### src/rtl/gato_pkg.sv
// Shared definitions for the tic-tac-toe (gato) game sequencer: cell codes,
// FSM state encoding and board-evaluation helpers.
package gato_pkg;

   localparam logic [1:0] VACIO   = 2'b00;
   localparam logic [1:0] EQUIS   = 2'b11;
   localparam logic [1:0] CIRCULO = 2'b01;

   typedef enum logic [2:0] {
      ESPERA   = 3'd0,
      JUEGA_P1 = 3'd1,
      JUEGA_P2 = 3'd2,
      EVAL1    = 3'd3,
      EVAL2    = 3'd4,
      FIN      = 3'd5
   } estado_t;

   // Cell n (1..9) lives at tablero[2n-1:2n-2].
   function automatic logic [1:0] celda(input logic [17:0] tab, input logic [3:0] n);
      logic [4:0] idx;
      idx = {n, 1'b0} - 5'd2;
      return tab[idx +: 2];
   endfunction

   // True when any row, column or diagonal holds three cells equal to codigo.
   function automatic logic linea_completa(input logic [17:0] tab, input logic [1:0] codigo);
      logic [8:0] m;
      for (int i = 0; i < 9; i++) m[i] = (tab[2*i +: 2] == codigo);
      return (m[0] & m[1] & m[2]) | (m[3] & m[4] & m[5]) | (m[6] & m[7] & m[8]) |
             (m[0] & m[3] & m[6]) | (m[1] & m[4] & m[7]) | (m[2] & m[5] & m[8]) |
             (m[0] & m[4] & m[8]) | (m[2] & m[4] & m[6]);
   endfunction

   // True when no cell is empty.
   function automatic logic tablero_lleno(input logic [17:0] tab);
      logic lleno;
      lleno = 1'b1;
      for (int i = 0; i < 9; i++) if (tab[2*i +: 2] == VACIO) lleno = 1'b0;
      return lleno;
   endfunction

endpackage

### src/rtl/controlador_partida_gato_if.sv
// Button-side / drawing-side bundle of the game sequencer.
// Buttons are plain levels already synchronised to clk; there is no
// valid/ready handshake: a command is the rising edge of a level, and the
// controller always accepts it in the cycle it is detected. jugada_ok and
// jugada_mala are single-cycle strobes; everything else is a held level.
interface controlador_partida_gato_if;
   import gato_pkg::*;

   logic        boton_arriba;
   logic        boton_abajo;
   logic        boton_izq;
   logic        boton_der;
   logic        boton_elige;
   logic        boton_inicio;
   logic [3:0]  cuadro;
   logic [17:0] tablero;
   logic        turno_p1;
   logic        turno_p2;
   logic        jugada_ok;
   logic        jugada_mala;
   logic [1:0]  ganador;
   logic        empate;
   estado_t     estado;

   modport master (
      output boton_arriba, boton_abajo, boton_izq, boton_der, boton_elige, boton_inicio,
      input  cuadro, tablero, turno_p1, turno_p2, jugada_ok, jugada_mala, ganador, empate, estado
   );

   modport slave (
      input  boton_arriba, boton_abajo, boton_izq, boton_der, boton_elige, boton_inicio,
      output cuadro, tablero, turno_p1, turno_p2, jugada_ok, jugada_mala, ganador, empate, estado
   );

endinterface

### src/rtl/detector_flanco.sv
// Registered rising-edge detector: one single-cycle pulse per press.
// Reset loads the current level so a button held through reset gives no pulse.
module detector_flanco (
   input  logic clk,
   input  logic rst_n,
   input  logic nivel,
   output logic pulso
);

   logic previo;

   // Remember last level and flag a 0->1 transition.
   always_ff @(posedge clk) begin
      if (!rst_n) begin
         previo <= nivel;
         pulso  <= 1'b0;
      end else begin
         previo <= nivel;
         pulso  <= nivel & ~previo;
      end
   end

endmodule

### src/rtl/controlador_partida_gato.sv
// Tic-tac-toe game sequencer: button edges -> cursor, board, turn and result.
module controlador_partida_gato
   import gato_pkg::*;
#(
   parameter int CURSOR_INICIAL = 5,
   parameter int TIMEOUT_TURNO  = 0,
   parameter int ANCHO_TIMEOUT  = 28
) (
   input logic clk,
   input logic rst_n,
   controlador_partida_gato_if.slave bus
);

   localparam logic [3:0] CURSOR_RST = 4'(CURSOR_INICIAL);
   localparam logic [ANCHO_TIMEOUT-1:0] LIMITE =
      (TIMEOUT_TURNO > 0) ? ANCHO_TIMEOUT'(TIMEOUT_TURNO - 1) : '0;

   logic p_arriba, p_abajo, p_izq, p_der, p_elige, p_inicio;

   detector_flanco u_det_arriba (.clk(clk), .rst_n(rst_n), .nivel(bus.boton_arriba), .pulso(p_arriba));
   detector_flanco u_det_abajo  (.clk(clk), .rst_n(rst_n), .nivel(bus.boton_abajo),  .pulso(p_abajo));
   detector_flanco u_det_izq    (.clk(clk), .rst_n(rst_n), .nivel(bus.boton_izq),    .pulso(p_izq));
   detector_flanco u_det_der    (.clk(clk), .rst_n(rst_n), .nivel(bus.boton_der),    .pulso(p_der));
   detector_flanco u_det_elige  (.clk(clk), .rst_n(rst_n), .nivel(bus.boton_elige),  .pulso(p_elige));
   detector_flanco u_det_inicio (.clk(clk), .rst_n(rst_n), .nivel(bus.boton_inicio), .pulso(p_inicio));

   estado_t                estado, estado_sig;
   logic [3:0]             cuadro, cuadro_sig;
   logic [17:0]            tablero, tablero_sig;
   logic                   ok, ok_sig, mala, mala_sig;
   logic [1:0]             ganador, ganador_sig;
   logic                   empate, empate_sig;
   logic [ANCHO_TIMEOUT-1:0] timer, timer_sig;

   logic       movio, elige_actua;
   logic [1:0] codigo;
   logic [4:0] idx;

   // State and datapath registers; reset aborts any game in progress.
   always_ff @(posedge clk) begin
      if (!rst_n) begin
         estado  <= ESPERA;
         cuadro  <= CURSOR_RST;
         tablero <= '0;
         ok      <= 1'b0;
         mala    <= 1'b0;
         ganador <= VACIO;
         empate  <= 1'b0;
         timer   <= '0;
      end else begin
         estado  <= estado_sig;
         cuadro  <= cuadro_sig;
         tablero <= tablero_sig;
         ok      <= ok_sig;
         mala    <= mala_sig;
         ganador <= ganador_sig;
         empate  <= empate_sig;
         timer   <= timer_sig;
      end
   end

   // Next state: one command per cycle, inicio > abajo > arriba > izq > der > elige.
   always_comb begin
      estado_sig  = estado;
      cuadro_sig  = cuadro;
      tablero_sig = tablero;
      ok_sig      = 1'b0;
      mala_sig    = 1'b0;
      ganador_sig = ganador;
      empate_sig  = empate;
      timer_sig   = timer;
      movio       = 1'b0;
      elige_actua = 1'b0;
      codigo      = (estado == JUEGA_P1) ? EQUIS : CIRCULO;
      idx         = {cuadro, 1'b0} - 5'd2;

      if (p_inicio) begin
         tablero_sig = '0;
         ganador_sig = VACIO;
         empate_sig  = 1'b0;
         cuadro_sig  = CURSOR_RST;
         timer_sig   = '0;
         estado_sig  = JUEGA_P1;
      end else begin
         case (estado)
            JUEGA_P1, JUEGA_P2: begin
               if (TIMEOUT_TURNO > 0) timer_sig = timer + 1'b1;
               if (p_abajo) begin
                  if (cuadro > 4'd3) begin cuadro_sig = cuadro - 4'd3; movio = 1'b1; end
               end else if (p_arriba) begin
                  if (cuadro < 4'd7) begin cuadro_sig = cuadro + 4'd3; movio = 1'b1; end
               end else if (p_izq) begin
                  if (cuadro != 4'd1 && cuadro != 4'd4 && cuadro != 4'd7) begin
                     cuadro_sig = cuadro - 4'd1; movio = 1'b1;
                  end
               end else if (p_der) begin
                  if (cuadro != 4'd3 && cuadro != 4'd6 && cuadro != 4'd9) begin
                     cuadro_sig = cuadro + 4'd1; movio = 1'b1;
                  end
               end else if (p_elige) begin
                  elige_actua = 1'b1;
                  if (celda(tablero, cuadro) == VACIO) begin
                     tablero_sig[idx +: 2] = codigo;
                     ok_sig     = 1'b1;
                     estado_sig = (estado == JUEGA_P1) ? EVAL1 : EVAL2;
                  end else begin
                     mala_sig = 1'b1;
                  end
               end
               if (movio) timer_sig = '0;
               // Expiry loses to a processed elige or a real cursor move.
               if (TIMEOUT_TURNO > 0 && !movio && !elige_actua && timer >= LIMITE) begin
                  timer_sig  = '0;
                  estado_sig = (estado == JUEGA_P1) ? JUEGA_P2 : JUEGA_P1;
               end
            end
            EVAL1, EVAL2: begin
               codigo    = (estado == EVAL1) ? EQUIS : CIRCULO;
               timer_sig = '0;
               if (linea_completa(tablero, codigo)) begin
                  ganador_sig = codigo;
                  estado_sig  = FIN;
               end else if (tablero_lleno(tablero)) begin
                  empate_sig = 1'b1;
                  estado_sig = FIN;
               end else begin
                  estado_sig = (estado == EVAL1) ? JUEGA_P2 : JUEGA_P1;
               end
            end
            default: ;
         endcase
      end
   end

   // Drive the bundle; turn flags are decoded from state so they can never overlap.
   assign bus.cuadro      = cuadro;
   assign bus.tablero     = tablero;
   assign bus.turno_p1    = (estado == JUEGA_P1);
   assign bus.turno_p2    = (estado == JUEGA_P2);
   assign bus.jugada_ok   = ok;
   assign bus.jugada_mala = mala;
   assign bus.ganador     = ganador;
   assign bus.empate      = empate;
   assign bus.estado      = estado;

endmodule

### src/flat_wrapper.sv
// flat-port wrapper written by rule: the top's interface ports become plain ports
module controlador_partida_gato_flat import gato_pkg::*;
#(
   parameter int CURSOR_INICIAL = 5,
   parameter int TIMEOUT_TURNO  = 0,
   parameter int ANCHO_TIMEOUT  = 28
)
  (clk, rst_n, bus_boton_arriba, bus_boton_abajo, bus_boton_izq, bus_boton_der, bus_boton_elige, bus_boton_inicio, bus_cuadro, bus_tablero, bus_turno_p1, bus_turno_p2, bus_jugada_ok, bus_jugada_mala, bus_ganador, bus_empate, bus_estado);
  controlador_partida_gato_if bus_i ();
  input logic clk;
  input logic rst_n;
  input wire logic [$bits(bus_i.boton_arriba)-1:0] bus_boton_arriba;
  input wire logic [$bits(bus_i.boton_abajo)-1:0] bus_boton_abajo;
  input wire logic [$bits(bus_i.boton_izq)-1:0] bus_boton_izq;
  input wire logic [$bits(bus_i.boton_der)-1:0] bus_boton_der;
  input wire logic [$bits(bus_i.boton_elige)-1:0] bus_boton_elige;
  input wire logic [$bits(bus_i.boton_inicio)-1:0] bus_boton_inicio;
  output wire logic [$bits(bus_i.cuadro)-1:0] bus_cuadro;
  output wire logic [$bits(bus_i.tablero)-1:0] bus_tablero;
  output wire logic [$bits(bus_i.turno_p1)-1:0] bus_turno_p1;
  output wire logic [$bits(bus_i.turno_p2)-1:0] bus_turno_p2;
  output wire logic [$bits(bus_i.jugada_ok)-1:0] bus_jugada_ok;
  output wire logic [$bits(bus_i.jugada_mala)-1:0] bus_jugada_mala;
  output wire logic [$bits(bus_i.ganador)-1:0] bus_ganador;
  output wire logic [$bits(bus_i.empate)-1:0] bus_empate;
  output wire logic [$bits(bus_i.estado)-1:0] bus_estado;
  assign bus_i.boton_arriba = bus_boton_arriba;
  assign bus_i.boton_abajo = bus_boton_abajo;
  assign bus_i.boton_izq = bus_boton_izq;
  assign bus_i.boton_der = bus_boton_der;
  assign bus_i.boton_elige = bus_boton_elige;
  assign bus_i.boton_inicio = bus_boton_inicio;
  assign bus_cuadro = bus_i.cuadro;
  assign bus_tablero = bus_i.tablero;
  assign bus_turno_p1 = bus_i.turno_p1;
  assign bus_turno_p2 = bus_i.turno_p2;
  assign bus_jugada_ok = bus_i.jugada_ok;
  assign bus_jugada_mala = bus_i.jugada_mala;
  assign bus_ganador = bus_i.ganador;
  assign bus_empate = bus_i.empate;
  assign bus_estado = bus_i.estado;
  controlador_partida_gato #(.CURSOR_INICIAL(CURSOR_INICIAL), .TIMEOUT_TURNO(TIMEOUT_TURNO), .ANCHO_TIMEOUT(ANCHO_TIMEOUT)) u_core (.clk(clk), .rst_n(rst_n), .bus(bus_i));
endmodule
### config.mk
export PLATFORM = sky130hd
export DESIGN_NAME = controlador_partida_gato_flat
export DESIGN_NICKNAME = d
export VERILOG_FILES = /design/src/rtl/gato_pkg.sv /design/src/rtl/controlador_partida_gato_if.sv /design/src/rtl/detector_flanco.sv /design/src/rtl/controlador_partida_gato.sv /design/src/flat_wrapper.sv
export SDC_FILE = /design/constraint.sdc
export NUM_CORES = 1
export LEC_CHECK = 0
export BUFFER_PORTS_ARGS = -buffer_cell sky130_fd_sc_hd__buf_2
export CAP_MARGIN = 10
export CORE_UTILIZATION = 60
export CTS_CLUSTER_SIZE = 16
export DETAILED_ROUTE_END_ITERATION = 6
export GPL_TIMING_DRIVEN = 0
export PLACE_DENSITY = 0.84
export SLEW_MARGIN = 20
export SYNTH_ARGS = -nofsm -noshare
export SYNTH_HDL_FRONTEND = slang
export SYNTH_SLANG_ARGS = --single-unit
### constraint.sdc
create_clock -name clk -period 4.9 [get_ports clk]
set_input_delay 0.49 -clock clk [delete_from_list [all_inputs] [get_ports clk]]
set_output_delay 0.49 -clock clk [all_outputs]
set_load 0.05 [all_outputs]
# Yosys cells after proc, flatten, opt, wreduce, memory -nomap -nowiden
# Index checks and enable logic that the tools add are counted.
[totals] ff_bits=42 input_bits=8 out_inout_bits=32 elab_cells=173
[op_classes] n_addsub=6 magnitude_cmp=2 n_eq_ne=34 shift=3 muxes=37 n_bitwise=43 reduce_logical=28
[op_table] cell="4-bit two-way mux" n=8
[op_table] cell="3-bit two-way mux" n=9
[op_table] cell="1-bit bitwise AND" n=22
[op_table] cell="7-bit AND reduction" n=3
[op_table] cell="2-bit zero test" n=10
[op_table] cell="18-bit bitwise mux" n=1
[op_table] cell="2-bit == test" n=9
[op_table] cell="2-bit by 7-bit variable shift with 18-bit output (first input constant)" n=1
[op_table] cell="18-bit by 6-bit variable part select with 2-bit output" n=1
[op_table] cell="2-bit by 7-bit variable part select with 18-bit output" n=1
[op_table] cell="1-bit two-way mux" n=15
[op_table] cell="3-bit != test (second input constant)" n=5
[op_table] cell="1-bit NOT" n=14
[op_table] cell="4-bit by 3-bit != test with 1-bit output (second input constant)" n=3
[op_table] cell="2-bit != test (second input constant)" n=5
[op_table] cell="4-bit by 1-bit != test with 1-bit output (second input constant)" n=2
[op_table] cell="4-bit nonzero test" n=2
[op_table] cell="8-bit OR reduction" n=1
[op_table] cell="5-bit negation with 7-bit output" n=1
[op_table] cell="1-bit OR" n=7
[op_table] cell="3-bit by 2-bit == test with 1-bit output (second input constant)" n=2
[op_table] cell="2-bit two-way mux" n=3
[op_table] cell="3-bit by 2-bit != test with 1-bit output (second input constant)" n=2
[op_table] cell="3-bit one-hot mux with 2 select lines" n=1
[op_table] cell="19 further kinds" n=25

# Logic depth before layout (Yosys ltp)
# Gate-level depths: netlist of run 1.
[depth] depth_word=19 mapped_depth=11 ltp_nobuf=8

# Hierarchy
# From an unflattened synthesis of run 1, not the netlist that was laid out.
[unflattened] hier_cells=251 area_unflattened_um2=2262.2
[by_module_without_submodules] module="controlador_partida_gato" n_inst=1 cells_each=233 area_per_inst_um2=1969.4 seq_area_each_um2=600.6
[by_module_without_submodules] module="detector_flanco" n_inst=6 cells_each=3 area_per_inst_um2=48.8 seq_area_each_um2=40.0

# Worst setup path before layout of run 1
# OpenSTA, ideal clock, no wires.
[synth_timing] path_type="register to register" startpoint="register u_core.cuadro[0] (netlist: u_core.bus.cuadro[0])" endpoint="register u_core.tablero[15] (netlist: u_core.bus.tablero[15])" setup_ps=72 arrival_time_ps=3076 required_time_ps=4828 setup_slack_ps=1753 path_stages_with_launch=11 path_buffers=2 synth_period_minus_slack_ps=3147 path_cell_list="dfxtp_1 -> clkbuf_1 -> inv_1 -> ha_1 -> xor2_1 -> nor3_1 -> o2bb2a_2 -> a21oi_1 -> buf_2 -> and3_1 -> mux2i_1"
[synth_between] elab_chain_cells=4 word_cells_on_any_way=8 cone_classes="add/sub (2); shift (3); mux (1); reduce/logical (2)"
[synth_lines] element="from (decl)" line="controlador_partida_gato.sv:28" text="logic [3:0] cuadro, cuadro_sig;"
[synth_lines] element="from (signal assigned)" line="controlador_partida_gato.sv:52" text="cuadro <= cuadro_sig;"
[synth_lines] element="5-bit by 2-bit subtractor with 5-bit output (*)" line="controlador_partida_gato.sv:75" text="idx = {cuadro, 1'b0} - 5'd2;"
[synth_lines] element="via u_core.idx[1]" line="controlador_partida_gato.sv:37" text="logic [4:0] idx;"
[synth_lines] element="18-bit by 6-bit variable part select with 2-bit output or 5-bit negation with 7-bit output (tied branches)" line="gato_pkg.sv:22, controlador_partida_gato.sv:103"
[synth_lines] element="2-bit zero test (tied with other cells)" line="controlador_partida_gato.sv:102" text="if (celda(tablero, cuadro) == VACIO) begin"
[synth_lines] element="7-bit AND reduction (no line) or 18-bit bitwise mux (tied branches)"
[synth_lines] element="to (signal assigned)" line="controlador_partida_gato.sv:53" text="tablero <= tablero_sig;"
[synth_lines] element="to (decl)" line="controlador_partida_gato.sv:29" text="logic [17:0] tablero, tablero_sig;"
# The timed path passes the listed nets; every way through them passes the cells marked *.
# A chain may end at the register's enable or synchronous reset.

# Worst setup path in the final report of run 1
# Ends and elaborated chain as after synthesis.

==> flow_metrics.env, run 1 <==
export IMPL_yosys_register_bits=42
export IMPL_regToRegSetupSlack_ns=1.30
export IMPL_cts_sinks=42
export IMPL_routed_wl_mm=5.78
export IMPL_ff2ff_path_depth=10
export IMPL_postCtsSetupBuffers=0
export IMPL_htreeDepth=2
export IMPL_wl_per_cell_um=15.3
export IMPL_hold_viol_final=0
export IMPL_coreArea_mm2=0.00374
export IMPL_cts_root_buf="clkbuf_8"
export IMPL_grt_use_total_pct=29.3
export IMPL_cts_resized=0
export IMPL_startpoint_type="flop"
export IMPL_initial_core_util_pct=63.5
export IMPL_reg2reg_from="u_core.bus.cuadro[0]$_SDFFE_PP1P_"
export IMPL_drv_slew=0
export IMPL_p_leak_nw=1.11
export IMPL_dr_pass1_iters=5
export IMPL_synth_cells=285
export IMPL_final_seq_area_um2=841
export IMPL_multiInputGateArea_mm2=0.00142
export IMPL_clock_latency_ns=0.30
export IMPL_synthTopCellsByArea="dfxtp_1 35%, nor2_1 5.2%, nand2_1 4.7%, mux2i_1 3.8%, ha_1 3.7%"
export IMPL_grt_start_max_net_pins=14
export IMPL_synth_avg_cell_area_um2=8.34
export IMPL_min_to="u_core.u_det_arriba.previo$_DFF_P_"
export IMPL_synth_most_common_cell="dfxtp_1"
export IMPL_rsz0062_at_grt="no"
export IMPL_hp_start="bus_boton_arriba"
export IMPL_arrival_ns=3.83
export IMPL_cts_reportedPaths_clkPinSlew_ns=0.08
export IMPL_grt_overflow_total=0
export IMPL_numPortBuffers=38
export IMPL_cp_end_kind="flop"
export IMPL_vias=2305
export IMPL_die_area_mm2=0.00422
export IMPL_period_share_pct=73.5
export IMPL_antenna_found_initial=0
export IMPL_setup_violations=0
export IMPL_synth_cell_type_count=56
export IMPL_grt_pass1_vias=2038
export IMPL_maxCapViolCount=0
export IMPL_cp_slowest_cell="xor2_1"
export IMPL_drc=0
export IMPL_path_cells="clkbuf_1 -> inv_1 -> ha_1 -> xor2_1 -> nor3_1 -> o2bb2a_2 -> a21oi_1 -> buf_2 -> and3_1 -> mux2i_1"
export IMPL_area_growth_pct=14.5
export IMPL_synth_area_mm2=0.00238
export IMPL_nets=345
export IMPL_rows=22
export IMPL_max_freq_ghz=0.278
export IMPL_grt_pass1_wl_mm=9.47
export IMPL_seq_area_frac_synth_pct=35.4
export IMPL_worst_ir_drop_vdd_mv=0.200
export IMPL_gp_congestion=0.924
export IMPL_fin_skew_ns=0.00342
export IMPL_dpl_hpwl_mm=4.22
export IMPL_status="complete, no violations"
export IMPL_fin_crit_ns=3.60
export IMPL_drt_iter0_markers=199
export IMPL_boundaryPins=40
export IMPL_tns_ns=0
export IMPL_netlist_top_cells_count="42 x dfxtp_1, 33 x nor2_1, 30 x nand2_1"
export IMPL_min_path_cells=1
export IMPL_synth_main_ff_cell="dfxtp_1"
export IMPL_die_height_um=64.9
export IMPL_worst_ep_required_time_ns=5.13
export IMPL_synthArstFlopShare_pct=0
export IMPL_hp_class="in2reg"
export IMPL_syn_num_nets=300
export IMPL_drive_gt1_share_pct=18.1
export IMPL_place_ws_ns=1.41
export IMPL_numCtsBuffers=5
export IMPL_power_density_mw_per_mm2=244
export IMPL_tightest_slew_ns=0.795
export IMPL_synth_top_area_share_pct=35.4
export IMPL_die_x_um=64.9
export IMPL_synth_edf_count=0
export IMPL_ys_warn_count=0
export IMPL_cts_tree="yes"
export IMPL_cp_max_fo=10
export IMPL_path_class="reg2reg"
export IMPL_synth_largest_area_cell="dfxtp_1"
export IMPL_timing_final_ws_setup_ns=1.30
export IMPL_critical_path_max_stage_delay_ns=0.53
export IMPL_relSlewSlack_pct=46.9
export IMPL_n_antenna_cell=0
export IMPL_via_per_inst=6.08
export IMPL_n_fill_cell=296
export IMPL_cts_buffer_depth=2
export IMPL_antenna_left=0
export IMPL_worstReg2RegEnd="u_core.bus.tablero[15]$_SDFFE_PP0P_"
export IMPL_cts_hold_buf=0
worst max-delay path: cells and delay by family (launching register included):
family                   cells  cell delay [ns]
flip-flops                   1             0.52
adder cells (fa/ha/maj)      1             0.34
buffers and inverters        3             0.92
AO/OA/AOI/OAI                2             0.64
XOR/XNOR                     1             0.53
multiplexers                 1             0.21
AND/OR/NAND/NOR              2             0.36
per-stage QoR:
stage | area (um^2) | hold slack [ns] | instances | util, % | power (W)
CTS | 2720 | 0.296 | 379 | 72.7 | 0.000666
detailed placement | 2630 | 0.378 | 371 | 70.2 | 0.000437
global placement | 2630 | 0.369 | 371 | 70.2 | 0.000435
global route | 2720 | 0.290 | 379 | 72.7 | 0.000687
floorplan | 2380 | 0.367 | 285 | - | 0.000419
finish | 2720 | 0.296 | 379 | 72.7 | 0.000665
how the worst max path moves through the flow:
stage,startpoint,endpoint,slack [ns],cells after the start
after floorplan,u_core.bus.cuadro[0]$_SDFFE_PP1P_,u_core.bus.tablero[15]$_SDFFE_PP0P_,1.75,10
after global placement,u_core.bus.cuadro[0]$_SDFFE_PP1P_,u_core.bus.tablero[15]$_SDFFE_PP0P_,1.49,10
after detailed placement,u_core.bus.cuadro[0]$_SDFFE_PP1P_,u_core.bus.tablero[15]$_SDFFE_PP0P_,1.41,10
after CTS,u_core.bus.cuadro[0]$_SDFFE_PP1P_,u_core.bus.tablero[15]$_SDFFE_PP0P_,1.38,10
after global routing,u_core.bus.cuadro[0]$_SDFFE_PP1P_,u_core.bus.tablero[15]$_SDFFE_PP0P_,1.04,10
final,u_core.bus.cuadro[0]$_SDFFE_PP1P_,u_core.bus.tablero[15]$_SDFFE_PP0P_,1.30,10
routing by layer:
layer	vias up	share of wire [%]	global-route usage, %
met5	-	0	0
met4	0	2.9	14.4
met3	15	5.8	5.81
met2	100	48	47.7
met1	1073	43	36.6
li1	1117	-	-
registers in the layout (all words and copies together), names as in the netlist, 2 cells and up:
name,count
u_core.bus.tablero,18
u_core.bus.cuadro,4
u_core.bus.estado,3
u_core.bus.ganador,2
layout make-up:
type                            count  area share, %
Sequential cell                    42           30.9
Clock inverter                      2          0.460
Inverter                           10           1.38
Clock buffer                        6           3.03
Tap cell                           48           2.21
Multi-Input combinational cell    216           52.2
Buffer                             17           2.90
Timing Repair Buffer               38           6.99
layout by cell type, fill, tap and decap left out, types with 6 or more instances in the layout:
| cell | n |
|---|---|
| mux2i_1 | 9 |
| clkbuf_1 | 12 |
| nand4_1 | 9 |
| nand2b_1 | 13 |
| nor2_1 | 33 |
| nand2_1 | 30 |
| ha_1 | 7 |
| and3_1 | 6 |
| dfxtp_1 | 42 |
| o21ai_0 | 11 |
| xnor2_1 | 6 |
| inv_1 | 10 |
| buf_2 | 41 |
| clkbuf_8 | 6 |
| a21oi_1 | 13 |
cell families (layout without fill, tap and decap cells):
| kind of cell | Yosys count | in the layout | synth area share, % |
|---|---|---|---|
| AND/OR/NAND/NOR | 126 | 126 | 28.1 |
| AO/OA/AOI/OAI | 63 | 63 | 19.4 |
| flip-flops | 42 | 42 | 35.4 |
| buffers and inverters | 27 | 73 | 4.89 |
| multiplexers | 12 | 12 | 5.68 |
| XOR/XNOR | 8 | 8 | 2.95 |
| adder cells (fa/ha/maj) | 7 | 7 | 3.68 |
power by group:
group / total (W) / switching, W / internal [W] / leakage (nW)
sequential: 0.000353 / 0.00000535 / 0.000347 / 0.342
combinational: 0.0000773 / 0.0000502 / 0.0000272 / 0.722
clock: 0.000235 / 0.000121 / 0.000113 / 0.0472
total: 0.000665 / 0.000177 / 0.000488 / 1.11
Power figures use the tool's default switching activity.
==> inputs of run 2 (changes only) <==
Settings changed: ABC_AREA set to 1, CORE_UTILIZATION 60 to 51, PLACE_DENSITY 0.84 to 0.76.
Clock period 4.9 ns to 3.2 ns, I/O delays scaled along.
==> run 2 against run 1 <==
Compared with the run above: wire length rose by 17%; combinational power rose to 13 times the previous value; critical path type unchanged; worst setup slack got worse by 0.79 ns; critical path depth rose by 8; global-route usage fell by 3.1 points; die area rose by 28%; total power rose to 2.9 times the previous value; largest power group is now combinational logic.
==> flow_metrics.env, run 2 <==
export IMPL_initial_core_util_pct=54.1
export IMPL_grt_pass1_vias=2382
export IMPL_fin_skew_ns=0.00714
export IMPL_gp_congestion=0.938
export IMPL_dr_pass1_iters=4
export IMPL_worst_ep_required_time_ns=3.44
export IMPL_netlist_top_cells_count="122 x nand2_1, 59 x nor2_1, 48 x inv_1"
export IMPL_yosys_register_bits=42
export IMPL_drt_iter0_markers=206
export IMPL_antenna_left=0
export IMPL_timing_final_ws_setup_ns=0.513
export IMPL_p_leak_nw=1.49
export IMPL_nets=477
export IMPL_cts_buffer_depth=2
export IMPL_numPortBuffers=38
export IMPL_hold_viol_final=0
export IMPL_htreeDepth=2
export IMPL_boundaryPins=40
export IMPL_synth_edf_count=0
export IMPL_synth_most_common_cell="nand2_1"
export IMPL_synth_area_mm2=0.00261
export IMPL_worst_ir_drop_vdd_mv=0.489
export IMPL_regMostFlops="u_core.bus.tablero"
export IMPL_status="complete, no violations"
export IMPL_antenna_found_initial=0
export IMPL_cp_end_kind="flop"
export IMPL_min_to="u_core.u_det_elige.previo$_DFF_P_"
export IMPL_worstReg2RegEnd="u_core.bus.tablero[5]$_SDFFE_PP0P_"
export IMPL_synth_cell_type_count=33
export IMPL_period_share_pct=84.0
export IMPL_die_area_mm2=0.00540
export IMPL_grt_overflow_total=0
export IMPL_drc=0
export IMPL_dpl_hpwl_mm=5.05
export IMPL_synth_top_area_share_pct=32.2
export IMPL_grt_pass1_wl_mm=10.8
export IMPL_power_density_mw_per_mm2=655
export IMPL_numCtsBuffers=5
export IMPL_clock_latency_ns=0.30
export IMPL_cts_sinks=42
export IMPL_synth_cells=417
export IMPL_coreArea_mm2=0.00482
export IMPL_finalPower_w=0.00195
export IMPL_wl_per_cell_um=12.7
export IMPL_ys_warn_count=0
export IMPL_tns_ns=0
export IMPL_synth_largest_area_cell="dfxtp_1"
export IMPL_vias=2732
export IMPL_via_per_inst=5.15
export IMPL_worstSetupStartpoint="u_core.bus.cuadro[0]$_SDFFE_PP1P_"
export IMPL_synthTopCellsByArea="dfxtp_1 32%, nand2_1 18%, nor2_1 8.5%, inv_1 6.9%, a21oi_1 5.6%"
export IMPL_whs_ns=0.137
export IMPL_synth_avg_cell_area_um2=6.25
export IMPL_min_path_cells=1
export IMPL_mostFrequentLayoutCells="122 x nand2_1, 59 x nor2_1, 48 x inv_1, 42 x dfxtp_1, 41 x buf_2"
export IMPL_hp_start="bus_boton_elige"
export IMPL_reg2reg_from="u_core.bus.cuadro[0]$_SDFFE_PP1P_"
export IMPL_rsz0062_at_grt="no"
export IMPL_tightest_slew_ns=0.571
export IMPL_postCtsSetupBuffers=0
export IMPL_rows=25
export IMPL_grt_use_total_pct=26.2
export IMPL_seq_area_frac_synth_pct=32.2
export IMPL_synthArstFlopShare_pct=0
export IMPL_fin_crit_ns=2.69
export IMPL_cts_hold_buf=0
export IMPL_largest_reg_flops=18
export IMPL_grt_start_max_net_pins=15
export IMPL_final_common_cell="nand2_1"
export IMPL_max_freq_ghz=0.372
export IMPL_cts_reportedPaths_clkPinSlew_ns=0.08
export IMPL_cp_max_fo=13
export IMPL_cts_root_buf="clkbuf_8"
export IMPL_n_antenna_cell=0
export IMPL_die_x_um=73.5
export IMPL_synth_main_ff_cell="dfxtp_1"
export IMPL_startpoint_type="flop"
export IMPL_cts_tree="yes"
export IMPL_path_class="reg2reg"
export IMPL_relSlewSlack_pct=62.0
export IMPL_hp_class="in2reg"
export IMPL_maxCapViolCount=0
export IMPL_arrival_ns=2.93
export IMPL_syn_num_nets=432
export IMPL_regToRegSetupSlack_ns=0.51
export IMPL_drv_slew=0
export IMPL_reg_largest_list="u_core.bus.tablero x18, u_core.bus.cuadro x4, u_core.bus.estado x3"
export IMPL_drive_gt1_share_pct=17.3
export IMPL_die_height_um=73.5
export IMPL_area_growth_pct=14.0
export IMPL_place_ws_ns=0.570
export IMPL_ff2ff_path_depth=18
export IMPL_routed_wl_mm=6.75
export IMPL_setup_violations=0
export IMPL_cts_resized=0
## run 2: layer usage
metal  global-route usage, %  vias up  wire length, um
li1                        -     1420                -
met1                    34.7     1207             3240
met2                    42.2       91             2940
met3                    4.25       14              422
met4                    11.3        0              145
met5                       0        -                0
## run 2: worst max-delay path by stage
stage / slack, ns / cells past startpoint / endpoint
6_report: 0.51 / 18 / u_core.bus.tablero[5]$_SDFFE_PP0P_
5_1_grt: 0.29 / 18 / u_core.bus.tablero[11]$_SDFFE_PP0P_
4_1_cts: 0.54 / 18 / u_core.bus.tablero[5]$_SDFFE_PP0P_
3_5_place_dp: 0.57 / 18 / u_core.bus.tablero[5]$_SDFFE_PP0P_
3_3_place_gp: 0.59 / 17 / u_core.bus.tablero[5]$_SDFFE_PP0P_
2_1_floorplan: 0.58 / 17 / u_core.bus.tablero[17]$_SDFFE_PP0P_
## run 2: cell type report
type	instances	area [um^2]
clock inverters	3	21.3
clock buffers	5	68.8
fillers	492	1850
inverters	54	205
well taps	67	83.8
repair buffers	38	190
multi-input cells	309	1480
flip-flops and latches	42	841
plain buffers	12	78.8
## run 2: worst max-delay path, stage by stage, from the launching register on
cell	delay, ns
dfxtp_1	0.54
inv_2	0.09
buf_6	0.17
ha_1	0.29
buf_2	0.18
buf_4	0.20
nand3_1	0.09
nand2_1	0.05
nor2_1	0.09
nand2_1	0.08
nand2_1	0.08
nand2_2	0.08
nand2_4	0.12
nand2_4	0.07
nor2_8	0.19
nand2_2	0.12
nand2_1	0.07
nand2_1	0.04
nor2_1	0.08
## run 2: kinds of logic after synthesis
| logic type | count (synthesis) | synth area share (%) |
|---|---|---|
| simple gates | 248 | 41.9 |
| buf+inv | 66 | 10.9 |
| compound gates | 53 | 11.3 |
| flops | 42 | 32.2 |
| fa+ha+maj | 7 | 3.36 |
| xor+xnor | 1 | 0.336 |
## run 2: power by group
part	internal [W]	switching (W)	total, W
Combinational	0.000284	0.000718	0.00100
Clock	0.000153	0.000192	0.000345
Sequential	0.000555	0.0000428	0.000598
## run 2: through the flow
stage / util, % / instance area [um^2] / instances
finish: 61.7 / 2970 / 530
global route: 61.7 / 2970 / 530
CTS: 61.7 / 2970 / 530
detailed placement: 59.8 / 2880 / 522
global placement: 59.8 / 2880 / 522
floorplan: - / 2610 / 417
==> inputs of run 3 (changes only) <==
Settings changed: CORE_UTILIZATION 51 to 57, PLACE_DENSITY 0.76 to 0.8.
Clock period 3.2 ns to 2.5 ns, I/O delays scaled along.
==> run 3 against run 2 <==
Compared with the run above: register-to-register slack got worse by 0.30 ns; hold slack got worse by 0.066 ns; global-route usage rose by 2.0 points; total power rose by 37%; combinational power rose by 37%; clock skew barely moved; final cell count fell by 2.1%; design area rose by 2.4%; core utilization rose by 7.7 points; via count rose by 1.9%; fmax rose by 18%; non-clock buffer count rose by 3.
==> flow_metrics.env, run 3 (synthesized netlist as in run 2, its figures left out) <==
export IMPL_worstSetupStartpoint="u_core.bus.cuadro[0]$_SDFFE_PP1P_"
export IMPL_worst_ir_drop_vdd_mv=0.657
export IMPL_p_leak_nw=1.53
export IMPL_n_antenna_cell=0
export IMPL_die_x_um=69.6
export IMPL_power_density_mw_per_mm2=873
export IMPL_max_freq_ghz=0.438
export IMPL_cts_root_buf="clkbuf_8"
export IMPL_fin_skew_ns=0.00672
export IMPL_coreArea_mm2=0.00438
export IMPL_drv_slew=0
export IMPL_gp_congestion=0.989
export IMPL_drive_gt1_share_pct=18.4
export IMPL_reg_largest_list="u_core.bus.tablero x18, u_core.bus.cuadro x4, u_core.bus.estado x3"
export IMPL_die_area_mm2=0.00485
export IMPL_path_cells="inv_2 -> buf_6 -> ha_4 -> buf_6 -> nor2_1 -> nand2_1 -> nand2_1 -> nor2_1 -> nand2_1 -> nor2_1 -> nor2_2 -> nand2_4 -> nand2_4 -> nor2_8 -> nand2_1 -> nand2_1 -> nand2_1 -> nor2_1"
export IMPL_final_seq_area_um2=848
export IMPL_regToRegSetupSlack_ns=0.22
export IMPL_crit_top_cell="nand2_1"
export IMPL_grt_pass1_wl_mm=11.0
export IMPL_mostFrequentLayoutCells="122 x nand2_1, 59 x nor2_1, 48 x inv_1, 40 x buf_2, 40 x dfxtp_1"
export IMPL_boundaryPins=40
export IMPL_p_int_w=0.00142
export IMPL_initial_core_util_pct=59.5
export IMPL_htreeDepth=2
export IMPL_cp_max_fo=13
export IMPL_fin_crit_ns=2.28
export IMPL_cp_slowest_cell="dfxtp_4"
export IMPL_maxCapViolCount=0
export IMPL_path_class="reg2reg"
export IMPL_routed_wl_mm=6.63
export IMPL_cts_hold_buf=0
export IMPL_startpoint_type="flop"
export IMPL_numPortBuffers=38
export IMPL_numCtsBuffers=5
export IMPL_worstReg2RegEnd="u_core.bus.tablero[11]$_SDFFE_PP0P_"
export IMPL_cts_buffer_depth=2
export IMPL_antenna_left=0
export IMPL_setup_violations=0
export IMPL_status="complete, no violations"
export IMPL_cts_reportedPaths_clkPinSlew_ns=0.08
export IMPL_antenna_found_initial=0
export IMPL_die_height_um=69.6
export IMPL_largest_reg_flops=18
export IMPL_drc=0
export IMPL_cp_endpoint="u_core.bus.tablero[11]$_SDFFE_PP0P_"
export IMPL_tightest_slew_ns=0.532
export IMPL_n_fill_cell=405
export IMPL_arrival_ns=2.45
export IMPL_drt_iter0_markers=347
export IMPL_grt_overflow_total=0
export IMPL_nets=481
export IMPL_cts_tree="yes"
export IMPL_clkPwrFrac_pct=19.8
export IMPL_switching_share_pct=46.4
export IMPL_rsz0062_at_grt="no"
export IMPL_worst_ep_required_time_ns=2.67
export IMPL_grt_use_total_pct=28.2
export IMPL_multiInputGateArea_mm2=0.00151
export IMPL_relSlewSlack_pct=64.6
export IMPL_dr_pass1_iters=5
export IMPL_rows=24
export IMPL_vias=2785
export IMPL_hold_viol_final=0
export IMPL_dpl_hpwl_mm=4.88
export IMPL_ff2ff_path_depth=18
export IMPL_p_switching_w=0.00123
export IMPL_grt_pass1_vias=2363
export IMPL_cp_end_kind="flop"
export IMPL_wl_per_cell_um=12.8
export IMPL_final_common_cell="nand2_1"
export IMPL_regMostFlops="u_core.bus.tablero"
export IMPL_area_growth_pct=16.7
export IMPL_grt_start_max_net_pins=14
export IMPL_period_share_pct=91.4
export IMPL_power_frac_comb_pct=51.4
export IMPL_critical_path_max_stage_delay_ns=0.36
export IMPL_via_per_inst=5.37
export IMPL_reg2reg_from="u_core.bus.cuadro[0]$_SDFFE_PP1P_"
export IMPL_whs_ns=0.0710
export IMPL_hp_class="in2reg"
export IMPL_pwr_share_seq_pct=28.7
export IMPL_clock_latency_ns=0.29
export IMPL_cts_sinks=42
export IMPL_tns_ns=0
## run 3: cell type report
| class | instances | area share, % |
|---|---|---|
| Clock buffer | 6 | 2.39 |
| Clock inverter | 2 | 1.23 |
| Inverter | 54 | 6.75 |
| Tap cell | 52 | 2.14 |
| Sequential cell | 42 | 27.9 |
| Buffer | 12 | 2.92 |
| Multi-Input combinational cell | 310 | 49.7 |
| Timing Repair Buffer | 41 | 6.99 |
## run 3: worst min path at each step
stage / endpoint / slack, ns / cells past startpoint / start
global route: u_core.u_det_izq.previo$_DFF_P_ / 0.05 / 1 / bus_boton_izq
finish: u_core.u_det_izq.previo$_DFF_P_ / 0.07 / 1 / bus_boton_izq
floorplan: u_core.u_det_abajo.previo$_DFF_P_ / 0.28 / 0 / bus_boton_abajo
CTS: u_core.u_det_abajo.previo$_DFF_P_ / 0.06 / 1 / bus_boton_abajo
global placement: u_core.u_det_inicio.previo$_DFF_P_ / 0.37 / 1 / bus_boton_inicio
detailed placement: u_core.u_det_izq.previo$_DFF_P_ / 0.37 / 1 / bus_boton_izq
## run 3: metal layers
metal  part of all wire (%)  track usage (%)  vias to the layer above
li1                       -                -                     1426
met1                     48             40.5                     1261
met2                     44             44.8                       89
met3                    6.3             4.51                        9
met4                    1.4             6.00                        0
met5                      0                0                        -
## run 3: power groups by stage
stage          Sequential, W  Clock [W]  Combinational, W
4_1_cts             0.000767   0.000545           0.00125
5_1_grt             0.000771   0.000568           0.00149
3_5_place_dp        0.000781          0           0.00125
2_1_floorplan       0.000882          0          0.000895
6_report            0.000763   0.000527           0.00137
3_3_place_gp        0.000779          0           0.00124
## run 3: what timing repair did
item                       in CTS  in global routing
setup endpoints to repair       1                 19
pin swaps                       0                  5
hold endpoints to repair        0                  0
gates cloned                    0                  1
gates resized for setup         1                  7
setup buffers                   0                  3
## run 3: through the flow
step	area [um^2]	instances	util [%]	total power (W)	setup WS (ns)
CTS	2980	515	67.9	0.00256	0.0396
global placement	2870	507	65.4	0.00202	0.0350
detailed placement	2870	507	65.4	0.00203	0.0124
finish	3040	519	69.4	0.00266	0.216
floorplan	2610	417	-	0.00178	0.0573
global route	3040	519	69.4	0.00283	0.0113
## run 3: worst max-delay path: cells and delay by family (launching register included)
kind	cells	cell delay, ns
buffers and inverters	3	0.37
AND/OR/NAND/NOR	14	1.18
adder cells (fa/ha/maj)	1	0.22
flip-flops	1	0.36
